--- src/rtl/path_pkg.sv ---
// rtl/path_pkg.sv - shared grid geometry, FSM states and node helpers
package path_pkg;

  localparam int N      = 3;
  localparam int NODE_W = 4;
  localparam int CELLS  = N * N;

  typedef enum logic [2:0] {
    ST_IDLE,
    ST_CHECK,
    ST_LAUNCH,
    ST_WAIT,
    ST_RESP
  } state_t;

  // Flat cell index: row sits in the low node bits, column in the high bits.
  function automatic logic [NODE_W-1:0] node_idx(input logic [NODE_W-1:0] node);
    logic [NODE_W-1:0] row;
    logic [NODE_W-1:0] col;
    row = {2'b00, node[1:0]};
    col = {2'b00, node[3:2]};
    return NODE_W'(row * NODE_W'(N) + col);
  endfunction

  // A node is usable when it lies inside the grid and its cell is traversable.
  function automatic logic node_ok(input logic [NODE_W-1:0] node,
                                   input logic [CELLS-1:0]  grid);
    logic ok;
    ok = 1'b0;
    if (({2'b00, node[1:0]} < NODE_W'(N)) && ({2'b00, node[3:2]} < NODE_W'(N)))
      ok = grid[node_idx(node)];
    return ok;
  endfunction

endpackage

--- src/rtl/rr_arbiter.sv ---
// rtl/rr_arbiter.sv - combinational round-robin arbiter starting after ptr
module rr_arbiter #(
  parameter  int NUM_REQ = 4,
  localparam int ID_W    = (NUM_REQ > 1) ? $clog2(NUM_REQ) : 1
) (
  input  logic [NUM_REQ-1:0] req,
  input  logic [ID_W-1:0]    ptr,
  output logic [NUM_REQ-1:0] grant,
  output logic [ID_W-1:0]    id
);

  logic [ID_W-1:0] cand;
  logic            hit;

  // Scan upward from ptr+1 with wrap-around; the first active requester wins.
  always_comb begin
    grant = '0;
    id    = '0;
    hit   = 1'b0;
    cand  = '0;
    for (int k = 1; k <= NUM_REQ; k++) begin
      cand = ID_W'((int'(ptr) + k) % NUM_REQ);
      if (!hit && req[cand]) begin
        hit         = 1'b1;
        grant[cand] = 1'b1;
        id          = cand;
      end
    end
  end

endmodule

--- src/rtl/path_query_scheduler.sv ---
// rtl/path_query_scheduler.sv - shares one path engine between requesters
module path_query_scheduler
  import path_pkg::*;
#(
  parameter  int NUM_REQ = 4,
  parameter  int TIMEOUT = 32,
  localparam int ID_W    = (NUM_REQ > 1) ? $clog2(NUM_REQ) : 1,
  localparam int CNT_W   = $clog2(TIMEOUT + 1)
) (
  input  logic                      clock,
  input  logic                      reset,
  input  logic [CELLS-1:0]          grid,
  input  logic [NUM_REQ-1:0]        req_valid,
  output logic [NUM_REQ-1:0]        req_ready,
  input  logic [NODE_W*NUM_REQ-1:0] req_start,
  input  logic [NODE_W*NUM_REQ-1:0] req_end,
  output logic                      eng_start,
  output logic [CELLS-1:0]          eng_grid,
  output logic [NODE_W-1:0]         eng_start_node,
  output logic [NODE_W-1:0]         eng_end_node,
  input  logic                      eng_done,
  input  logic                      eng_found,
  input  logic [CELLS-1:0]          eng_path,
  input  logic [3:0]                eng_length,
  output logic                      rsp_valid,
  input  logic                      rsp_ready,
  output logic [ID_W-1:0]           rsp_id,
  output logic                      rsp_found,
  output logic [CELLS-1:0]          rsp_path,
  output logic [3:0]                rsp_length,
  output logic                      rsp_err,
  output logic                      rsp_timeout
);

  state_t             state, state_nxt;
  logic [ID_W-1:0]    rr_ptr, id_q, grant_id;
  logic [NUM_REQ-1:0] grant;
  logic [NODE_W-1:0]  start_q, end_q, sel_start, sel_end;
  logic [CELLS-1:0]   grid_q;
  logic [CNT_W-1:0]   wait_cnt;
  logic               endpoints_ok, timed_out;

  rr_arbiter #(.NUM_REQ(NUM_REQ)) u_arb (
    .req   (req_valid),
    .ptr   (rr_ptr),
    .grant (grant),
    .id    (grant_id)
  );

  // Pick the granted requester's endpoints out of the packed request buses.
  always_comb begin
    sel_start = '0;
    sel_end   = '0;
    for (int i = 0; i < NUM_REQ; i++) begin
      if (grant_id == ID_W'(i)) begin
        sel_start = req_start[NODE_W*i +: NODE_W];
        sel_end   = req_end[NODE_W*i +: NODE_W];
      end
    end
  end

  assign endpoints_ok   = node_ok(start_q, grid_q) && node_ok(end_q, grid_q);
  assign timed_out      = (wait_cnt == CNT_W'(TIMEOUT - 1));
  assign eng_start      = (state == ST_LAUNCH);
  assign rsp_valid      = (state == ST_RESP);
  assign eng_grid       = grid_q;
  assign eng_start_node = start_q;
  assign eng_end_node   = end_q;
  assign rsp_id         = id_q;

  // Next-state decode; grants are only offered while idle.
  always_comb begin
    state_nxt = state;
    req_ready = '0;
    case (state)
      ST_IDLE: begin
        req_ready = grant;
        if (|req_valid) state_nxt = ST_CHECK;
      end
      ST_CHECK:  state_nxt = endpoints_ok ? ST_LAUNCH : ST_RESP;
      ST_LAUNCH: state_nxt = ST_WAIT;
      ST_WAIT:   if (eng_done || timed_out) state_nxt = ST_RESP;
      ST_RESP:   if (rsp_ready) state_nxt = ST_IDLE;
      default:   state_nxt = ST_IDLE;
    endcase
  end

  // State register; reset abandons any query in flight without a response.
  always_ff @(posedge clock) begin
    if (reset) state <= ST_IDLE;
    else       state <= state_nxt;
  end

  // Query latches, watchdog and response registers.
  always_ff @(posedge clock) begin
    if (reset) begin
      rr_ptr      <= ID_W'(NUM_REQ - 1);
      id_q        <= '0;
      start_q     <= '0;
      end_q       <= '0;
      grid_q      <= '0;
      wait_cnt    <= '0;
      rsp_found   <= 1'b0;
      rsp_err     <= 1'b0;
      rsp_timeout <= 1'b0;
      rsp_path    <= '0;
      rsp_length  <= 4'hF;
    end else begin
      case (state)
        ST_IDLE: begin
          if (|req_valid) begin
            id_q    <= grant_id;
            rr_ptr  <= grant_id;
            start_q <= sel_start;
            end_q   <= sel_end;
            grid_q  <= grid;
          end
        end
        ST_CHECK: begin
          if (!endpoints_ok) begin
            rsp_err     <= 1'b1;
            rsp_found   <= 1'b0;
            rsp_timeout <= 1'b0;
            rsp_length  <= 4'hF;
            rsp_path    <= '0;
          end
        end
        ST_LAUNCH: wait_cnt <= '0;
        ST_WAIT: begin
          wait_cnt <= wait_cnt + CNT_W'(1);
          if (eng_done) begin
            rsp_found   <= eng_found;
            rsp_path    <= eng_path;
            rsp_length  <= eng_length;
            rsp_err     <= 1'b0;
            rsp_timeout <= 1'b0;
          end else if (timed_out) begin
            rsp_timeout <= 1'b1;
            rsp_found   <= 1'b0;
            rsp_err     <= 1'b0;
            rsp_length  <= 4'hF;
            rsp_path    <= '0;
          end
        end
        default: ;
      endcase
    end
  end

endmodule

--- config.mk ---
export PLATFORM = sky130hd
export DESIGN_NAME = path_query_scheduler
export DESIGN_NICKNAME = d
export VERILOG_FILES = /design/src/rtl/path_pkg.sv /design/src/rtl/rr_arbiter.sv /design/src/rtl/path_query_scheduler.sv
export SDC_FILE = /design/constraint.sdc
export NUM_CORES = 1
export LEC_CHECK = 0
export ABC_AREA = 1
export BUFFER_PORTS_ARGS = -buffer_cell sky130_fd_sc_hd__clkbuf_2
export CORE_UTILIZATION = 50
export CTS_CLUSTER_SIZE = 40
export DETAILED_ROUTE_END_ITERATION = 8
export PLACE_DENSITY_LB_ADDON = 0.2
export SYNTH_ARGS = -nofsm -noshare
export SYNTH_HDL_FRONTEND = slang
export SYNTH_SLANG_ARGS = --single-unit
--- constraint.sdc ---
create_clock -name clock -period 3.25 [get_ports clock]
set_clock_uncertainty 0.05 [all_clocks]
set_input_delay 0.4875 -clock clock [delete_from_list [all_inputs] [get_ports clock]]
set_output_delay 0.4875 -clock clock [all_outputs]
set_load 0.02 [all_outputs]
# Word-level counts from Yosys, hierarchy flattened
# Cells that the tools add are included.
dict set report classes {
  n_mul 2
  n_reduce_logical 22
  eq_ne 13
  order_cmp 14
  n_mux 66
  bitwise 3
  add_sub_neg 7
}
# operator n
set ops {}
lappend ops {{two-way mux 4 bit} 16}
lappend ops {{two-way mux 9 bit} 3}
lappend ops {{two-way mux 1 bit} 22}
lappend ops {{one-hot mux 9 bit (2 select lines)} 1}
lappend ops {{one-hot mux 3 bit (5 select lines)} 1}
lappend ops {{less-than comparator 2 x 3 -> 1 bit (second input constant)} 4}
lappend ops {{two-way mux 3 bit} 4}
lappend ops {{bitwise OR 4 bit} 3}
lappend ops {{one-hot mux 6 bit (2 select lines)} 1}
lappend ops {{logical AND 1 bit} 10}
lappend ops {{less-than comparator 4 x 5 -> 1 bit (second input constant)} 2}
lappend ops {{adder 4 x 2 -> 4 bit} 2}
lappend ops {{binary-select mux 1 bit (select 2 bit)} 4}
lappend ops {{binary-select mux 1 bit (select 4 bit)} 2}
lappend ops {{demux 1 bit (select 2 bit)} 4}
lappend ops {{greater-or-equal comparator 2 x 1 -> 1 bit (second input constant)} 4}
lappend ops {{less-than comparator 2 bit (second input constant)} 4}
lappend ops {{multiplier 2 x 2 -> 4 bit (second input constant)} 2}
lappend ops {{two-way mux 2 bit} 4}
lappend ops {{one-hot mux 4 bit (2 select lines)} 1}
lappend ops {{adder 6 x 1 -> 6 bit (second input constant)} 1}
lappend ops {{== test 3 x 2 -> 1 bit (second input constant)} 2}
lappend ops {{== test 6 x 5 -> 1 bit (second input constant)} 1}
lappend ops {{!= test 2 bit (second input constant)} 3}
lappend ops {{other kinds (17)} 26}
dict set report totals {
  out_inout_bits 41
  input_bits 63
  ff_bits 46
  word_cells 139
}

# Logic depth before layout (Yosys ltp)
# Gate-level depths: netlist of the first run.
dict set report logic_depth {
  word_depth 18
  mapped_depth 18
  mapped_depth_nobuf 16
}

# Modules after synthesis
# From an unflattened synthesis of the first run, not the netlist that was laid out.
dict set report unflattened {
  cells_unflattened 452
  area_unflattened_um2 3161.8
}
# mod instances cells_each area_per_inst_um2 seq_area_each_um2
set modules_own_cells {}
lappend modules_own_cells {path_query_scheduler 1 367 2626.3 920.9}
lappend modules_own_cells {rr_arbiter 1 85 535.5 0.0}

# Worst setup path after synthesis of the first run
# No wires, ideal clock.
dict set report synth_timing {
  path_type {register to register}
  startpoint {register start_q[0], in the netlist eng_start_node[0]}
  endpoint {register rsp_path[0]}
  setup_time_ps 73
  path_stages_with_launch 15
  n_path_buf 1
  slack_ps 398
  synth_period_minus_slack_ps 2852
  t_required_ps 3127
  arrival_ps 2728
  cell_sequence {dfxtp_1 -> inv_1 -> fa_1 -> inv_1 -> ha_1 -> fa_1 -> inv_1 -> a31oi_1 -> o21ai_0 -> nand3_1 -> nand4_1 -> nand3_1 -> buf_2 -> nand2_1 -> a21oi_1}
}
dict set report synth_via {
  elab_chain_cells 8
  word_cells_on_any_way 10
  classes_between {1 x add/sub; 1 x mul; 1 x order compare; 1 x eq/ne; 3 x mux; 3 x reduce/logical}
}
# element line
set synth_lines {}
lappend synth_lines {{start: declaration} path_query_scheduler.sv:38} ;# logic [NODE_W-1:0] start_q, end_q, sel_start, sel_end;
lappend synth_lines {{start signal: assignment} path_query_scheduler.sv:114} ;# start_q <= sel_start;
lappend synth_lines {{multiplier 2 x 2 -> 4 bit} path_pkg.sv:22} ;# return NODE_W'(row * NODE_W'(N) + col);
lappend synth_lines {{adder 4 x 2 -> 4 bit} path_pkg.sv:22}
lappend synth_lines {{binary-select mux 1 bit (select 4 bit)} path_pkg.sv:31} ;# ok = grid[node_idx(node)];
lappend synth_lines {{two-way mux 1 bit (not written as such)} path_pkg.sv:31}
lappend synth_lines {{two-way mux 1 bit *} path_pkg.sv:30} ;# if (({2'b00, node[1:0]} < NODE_W'(N)) && ({2'b00, node[3:2]} < NODE_W'(N)))
lappend synth_lines {{logical AND 1 bit *} path_query_scheduler.sv:62} ;# assign endpoints_ok = node_ok(start_q, grid_q) && node_ok(end_q, grid_q);
lappend synth_lines {{!= test 2 bit (no source line) *} n/a}
lappend synth_lines {{AND reduction 3 bit (no source line) *} n/a}
lappend synth_lines {{end signal: assignment} path_query_scheduler.sv:133} ;# rsp_path <= eng_path;
lappend synth_lines {{end: declaration} path_query_scheduler.sv:29} ;# output logic [CELLS-1:0] rsp_path,
# Mark *: on every way between the ends. The rest lies on a longest branch, timed or not. The select of a mux whose other input is x is not followed.
# A chain may end at the register's enable or synchronous reset.

# Worst setup path after layout of the first run
dict set report layout_timing {
  startpoint {register rr_ptr[1]}
  endpoint {output req_ready[0]}
}
dict set report layout_via {
  elab_chain_cells 14
  word_cells_on_any_way 49
  classes_between {4 x add/sub; 8 x order compare; 24 x mux; 3 x bitwise; 10 x reduce/logical}
}
# element line
set layout_lines {}
lappend layout_lines {{start: declaration} path_query_scheduler.sv:36} ;# logic [ID_W-1:0] rr_ptr, id_q, grant_id;
lappend layout_lines {{start signal: assignment} path_query_scheduler.sv:97} ;# rr_ptr <= ID_W'(NUM_REQ - 1);
lappend layout_lines {{start signal: assignment} path_query_scheduler.sv:113} ;# rr_ptr <= grant_id;
lappend layout_lines {{branches (longest 12 deep; another with less-than comparator 2 x 3 -> 1 bit)} n/a}
lappend layout_lines {{two-way mux 4 bit *} rr_arbiter.sv:23} ;# if (!hit && req[cand]) begin
lappend layout_lines {{two-way mux 4 bit *} path_query_scheduler.sv:75} ;# case (state)
lappend layout_lines {{end: declaration} path_query_scheduler.sv:14} ;# output logic [NUM_REQ-1:0] req_ready,
# Every way passes the cells marked *. The select of a mux whose other input is x is not followed.

==> results.json, run 1 <==
{
  "synth_cells": 432,
  "grt_pass1_wl_mm": 11.8,
  "crit_path_end_kind": "output pin",
  "wl_per_cell_um": 11.7,
  "ios": 104,
  "yosysSeqAreaShare_pct": 30.3,
  "avgViaCountPerCell": 5.13,
  "slew_headroom_pct": 51.0,
  "period_needed_ns": 3.00,
  "crit_slowest_cell": "dfxtp_1",
  "finalSetupTns_ns": 0,
  "synth_edf_count": 0,
  "io_buffers": 103,
  "yosysMostFrequentCell": "nand2_1",
  "crit_chain": "inv_2 -> ha_1 -> inv_1 -> nand3_2 -> nand2_4 -> nor2_8 -> nand3_4 -> inv_1 -> nand2_1 -> nand3_1 -> nand2_1 -> inv_1 -> clkbuf_2",
  "dr.pass1.iters": 5,
  "worst_path_most_repeated_cell": "inv_1",
  "final_nets": 611,
  "syn_area_um2": 3040,
  "grt-ovfl-total": 0,
  "status": "complete, no violations",
  "ys_ff_latch": 46,
  "synth_top_area_cell": "dfxtp_1",
  "ir_drop_mv": 0.607,
  "cp.arrival_ns": 2.46,
  "hold_viol_final": 0,
  "rows": 28,
  "die_h_um": 80.0,
  "antenna_found_initial": 0,
  "initial_core_util_pct": 51.7,
  "drt-initial-drc-count": 149,
  "ctsHtreeMaxLevel": 2,
  "drive_gt1_share_pct": 29.2,
  "p_leak_uw": 0.00177,
  "coreArea_um2": 5890,
  "synth.area.top_cells": "dfxtp_1 30%, nand2_1 10%, inv_1 6.5%",
  "synthArstFlopShare_pct": 0,
  "hold_path_startpoint": "grid[5]",
  "setup_violations": 0,
  "timing.final.crit_share_pct": 92.2,
  "dominantRegCellSynth": "dfxtp_1",
  "num-fill-cells": 546,
  "clk_pin_slew_ns": 0.08,
  "hold_path.class": "input port to flop",
  "routed_wl_mm": 7.06,
  "grt_use_total_pct": 23.2,
  "rsz0062_at_grt": "false",
  "synth_top_area_share_pct": 30.3,
  "cts-root-buf": "clkbuf_8",
  "post-route-util_pct": 62.8,
  "crit_required_ns": 2.71,
  "drtAntennaViolNets": 0,
  "crit_type": "flop to output pin",
  "ys_warn_count": 0,
  "num_antenna_cells": 0,
  "avgSynthCellArea_um2": 7.04,
  "post_cts_buffers": 0,
  "grt_max_degree": 32,
  "die_area_um2": 6400,
  "rr_startpoint": "eng_start_node[0]$_SDFFE_PP0P_",
  "fmax_ghz": 0.334,
  "worst_slew_pin_slew_ns": 0.735,
  "area.growth.synth_to_final_pct": 21.6,
  "max_stage_delay_ns": 0.51,
  "synth_cell_type_count": 34,
  "numCtsBuffers": 5,
  "synth_fp_nets": 514,
  "maxCapViolations": 0,
  "clkSinkCount": 46,
  "cts_max_path_buffers": 2,
  "tritoncts": "built",
  "drc": 0,
  "powerDensity_nw_per_um2": 1060,
  "synth_common_cells": "85 x nand2_1, 53 x inv_1, 46 x dfxtp_1, 39 x nand3_1, 38 x nor2_1",
  "place_congestion": 0.825,
  "startpoint": "rr_ptr[1]$_SDFFE_PP1P_",
  "crit_path_max_fanout": 8,
  "start_kind": "flop",
  "die_x_um": 80.0,
  "dpl.hpwl_mm": 5.43,
  "insertion_delay_ns": 0.30,
  "vias": 3101,
  "slew_viol_final": 0,
  "holdBufCountCts": 0,
  "grt_pass1_vias": 2796
}
[through the flow]
step | std cells | setup slack [ns] | hold slack [ns] | total power (uW) | cell area, um^2
after floorplan | 432 | 0.398 | 0.402 | 3020 | 3040
after global placement | 597 | 0.419 | 0.386 | 3460 | 3580
after detailed placement | 597 | 0.313 | 0.391 | 3500 | 3580
after CTS | 605 | 0.146 | 0.350 | 3940 | 3690
after global routing | 605 | 0.0192 | 0.357 | 4320 | 3700
final | 605 | 0.253 | 0.355 | 3910 | 3700
[registers in the layout, indices dropped and copies added, names as in the netlist, 3 cells and up]
signal	cells
eng_end_node	4
eng_grid	9
eng_start_node	4
rsp_length	4
rsp_path	9
state	3
wait_cnt	6
[power by group]
| part | leakage [uW] | internal [uW] | switching, uW |
|---|---|---|---|
| sequential | 0.000377 | 726 | 155 |
| clock | 0.0000504 | 229 | 199 |
| combinational | 0.00135 | 882 | 1720 |
[timing repair]
action / in CTS / in global routing
resized for setup: 0 / 3
hold endpoints to repair: 0 / 0
endpoints found under the setup margin: 0 / 6
[layer usage]
metal / GRT usage (%) / vias up / part of all wire, %
li1: - / 1619 / -
met1: 29.8 / 1393 / 47
met2: 39.2 / 83 / 47
met3: 5.71 / 6 / 5.3
met4: 5.00 / 0 / 0.68
met5: 0 / - / 0
[logic make-up (layout without fill, tap and decap cells)]
kind of cell             after synthesis  after routing  synth area share (%)
buffers and inverters                 75            173                  10.6
AND/OR/NAND/NOR                      210            210                  33.9
AO/OA/AOI/OAI                         82             82                  16.4
adder cells (fa/ha/maj)               19             19                  8.81
flip-flops                            46             46                  30.3
[path summary, 6_finish.rpt]
check / endpoint / slack [ns] / depth (start not counted)
setup / recovery: req_ready[0] / 0.25 / 13
hold / removal: eng_grid[5]$_SDFFE_PP0P_ / 0.35 / 3
setup reg to reg: rsp_timeout$_SDFFE_PP0P_ / 0.32 / 13
hold reg to reg: rsp_err$_SDFFE_PP0P_ / 0.40 / 2
[layout by cell type, fill, tap and decap left out, types with 4 or more instances in the layout]
cell and n:
dfxtp_1 44, a21oi_1 32, nor2_4 4, nor3_1 9
nand4_1 13, nand3_2 4, clkbuf_2 103, inv_1 53
nand2_2 6, nor2_1 38, o211ai_1 7, a22oi_1 4
clkbuf_8 5, fa_1 4, nand2_4 5, inv_2 5
o21ai_0 21, nand3_1 39, ha_1 15, a21oi_2 8
nand2_1 85
[worst max-delay path: cells and delay by family, from the launching register on]
family                   cells  cell delay (ns)
flip-flops                   1             0.51
AND/OR/NAND/NOR              7             0.68
adder cells (fa/ha/maj)      1             0.38
buffers and inverters        5             0.58
[layout make-up]
type	instances	area, um^2	share of cell area [%]
clock buffers	5	68.8	1.86
clock inverters	3	45.0	1.22
flip-flops and latches	46	923	25.0
well taps	75	93.8	2.54
repair buffers	105	534	14.5
inverters	60	233	6.30
multi-input cells	311	1800	48.6
Note: power is estimated with default switching activity, not from simulation.
==> run 2, diff against run 1 <==
--- a/config.mk
+++ b/config.mk
@@ -10,7 +10,8 @@
 export CORE_UTILIZATION = 50
 export CTS_CLUSTER_SIZE = 40
 export DETAILED_ROUTE_END_ITERATION = 8
-export PLACE_DENSITY_LB_ADDON = 0.2
+export PLACE_DENSITY_LB_ADDON = 0.15
+export SLEW_MARGIN = 10
 export SYNTH_ARGS = -nofsm -noshare
 export SYNTH_HDL_FRONTEND = slang
 export SYNTH_SLANG_ARGS = --single-unit
==> run 2 against run 1 <==
  * Critical path depth unchanged
  * Maximum frequency grew 0.35%
  * Sequential power down 1%
  * Wire length increased by 0.20%
  * Clock power about the same
  * Worst setup slack better by 0.010 ns
  * Worst hold slack improved by 0.0072 ns
==> results.json, run 2 (synthesis results as in run 1) <==
{
  "timing.final.crit_share_pct": 91.9,
  "grt_pass1_wl_mm": 11.9,
  "hold_viol_final": 0,
  "final_common_cell": "clkbuf_2",
  "finalSetupTns_ns": 0,
  "io_buffers": 103,
  "crit_slowest_cell": "dfxtp_1",
  "post_cts_buffers": 0,
  "drive_gt1_share_pct": 29.5,
  "tritoncts": "built",
  "top_layer_used": "met4",
  "antenna_found_initial": 0,
  "rows": 28,
  "start_kind": "flop",
  "coreArea_um2": 5890,
  "die_h_um": 80.0,
  "avgViaCountPerCell": 5.13,
  "area.growth.synth_to_final_pct": 22.0,
  "wl_met2_mm": 3.40,
  "p_leak_uw": 0.00179,
  "ir_drop_mv": 0.568,
  "clk_pin_slew_ns": 0.09,
  "hold_path.class": "input port to flop",
  "crit_required_ns": 2.71,
  "vias": 3121,
  "drt-initial-drc-count": 146,
  "slew_headroom_pct": 49.8,
  "grt_max_degree": 32,
  "cts-root-buf": "clkbuf_8",
  "place_congestion": 0.820,
  "clkSinkCount": 46,
  "ctsHtreeMaxLevel": 2,
  "die_x_um": 80.0,
  "crit_path_end_kind": "output pin",
  "period_needed_ns": 2.99,
  "dr.pass1.iters": 4,
  "mostFrequentLayoutCells": "103 x clkbuf_2, 85 x nand2_1, 53 x inv_1",
  "final_nets": 614,
  "crit_chain": "inv_2 -> ha_1 -> inv_1 -> nand3_2 -> nand2_4 -> nor2_8 -> nand3_4 -> inv_1 -> nand2_1 -> nand3_1 -> nand2_1 -> inv_1 -> clkbuf_2",
  "maxCapViolations": 0,
  "setup_violations": 0,
  "placed_cell_area_um2": 3600,
  "worstRegToRegCells": 14,
  "grt_use_total_pct": 23.5,
  "worst_path_most_repeated_cell": "inv_1",
  "numCtsBuffers": 5,
  "initial_core_util_pct": 51.7,
  "worst_slew_pin_slew_ns": 0.752,
  "grt_pass1_vias": 2758,
  "max_stage_delay_ns": 0.50,
  "crit_type": "flop to output pin",
  "rsz0062_at_grt": "false",
  "die_area_um2": 6400,
  "routed_wl_mm": 7.07,
  "fmax_ghz": 0.335,
  "wl_met3_um": 351,
  "status": "complete, no violations",
  "drtAntennaViolNets": 0,
  "cts_max_path_buffers": 2,
  "final_cells": 608,
  "num-fill-cells": 559,
  "cts-resized-gates": 0,
  "wl_per_cell_um": 11.6,
  "insertion_delay_ns": 0.31,
  "slew_viol_final": 0,
  "hold_depth": 3,
  "design_area_um2": 3710,
  "num_antenna_cells": 0,
  "grt-ovfl-total": 0,
  "holdBufCountCts": 0,
  "dpl.hpwl_mm": 5.57,
  "dp_cells": 600,
  "powerDensity_nw_per_um2": 1060,
  "drc": 0,
  "ios": 104,
  "crit_path_max_fanout": 8,
  "cp.arrival_ns": 2.45,
  "m1WireLength_mm": 3.28
}
-- run 2: cell count changes in the layout (fill, tap and decap cells not counted) --
cell,delta
dfxtp_2,-1
clkinvlp_4,-2
dfxtp_1,+1
buf_6,-1
clkinv_2,+2
buf_4,+4
-- run 2: worst max-delay path: cells and delay by family, from the launching register on --
family | cells | cell delay, ns
adders and majority gates | 1 | 0.38
buffers and inverters | 5 | 0.58
DFF | 1 | 0.50
and+or+nand+nor | 7 | 0.69
-- run 2: metal layers --
| metal | global-route usage (%) | up-vias |
|---|---|---|
| li1 | - | 1623 |
| met1 | 30.3 | 1426 |
| met2 | 39.7 | 68 |
| met3 | 5.60 | 4 |
| met4 | 5.00 | 0 |
| met5 | 0 | - |
-- run 2: stage by stage --
| step | util [%] | total power (uW) | hold slack [ns] | setup WS [ns] |
|---|---|---|---|---|
| finish | 63.0 | 3930 | 0.362 | 0.264 |
| global placement | 61.1 | 3490 | 0.388 | 0.427 |
| CTS | 63.0 | 3960 | 0.359 | 0.123 |
| detailed placement | 61.1 | 3530 | 0.396 | 0.321 |
| global route | 63.0 | 4340 | 0.358 | 0.0600 |
| floorplan | - | 3020 | 0.402 | 0.398 |
-- run 2: layout make-up --
cell class | count | area, um^2 | share of cell area [%]
Timing Repair Buffer | 108 | 553 | 14.9
Clock inverter | 3 | 40.0 | 1.08
Clock buffer | 5 | 68.8 | 1.86
Inverter | 60 | 233 | 6.28
Tap cell | 75 | 93.8 | 2.53
Sequential cell | 46 | 922 | 24.9
Multi-Input combinational cell | 311 | 1800 | 48.5
-- run 2: worst paths after layout --
| path | slack (ns) | startpoint | end |
|---|---|---|---|
| worst min-delay path | 0.36 | grid[1] | eng_grid[1]$_SDFFE_PP0P_ |
| worst max register to register | 0.31 | eng_start_node[1]$_SDFFE_PP0P_ | rsp_err$_SDFFE_PP0P_ |
| worst min register to register | 0.41 | rsp_timeout$_SDFFE_PP0P_ | rsp_timeout$_SDFFE_PP0P_ |
| worst max-delay path | 0.26 | rr_ptr[1]$_SDFFE_PP1P_ | req_ready[2] |
-- run 2: power by group --
group	internal (uW)	switching (uW)	leakage, uW	total (uW)
registers	725	146	0.000377	871
clock network	227	202	0.0000579	428
logic	898	1740	0.00136	2630
total	1850	2080	0.00179	3930
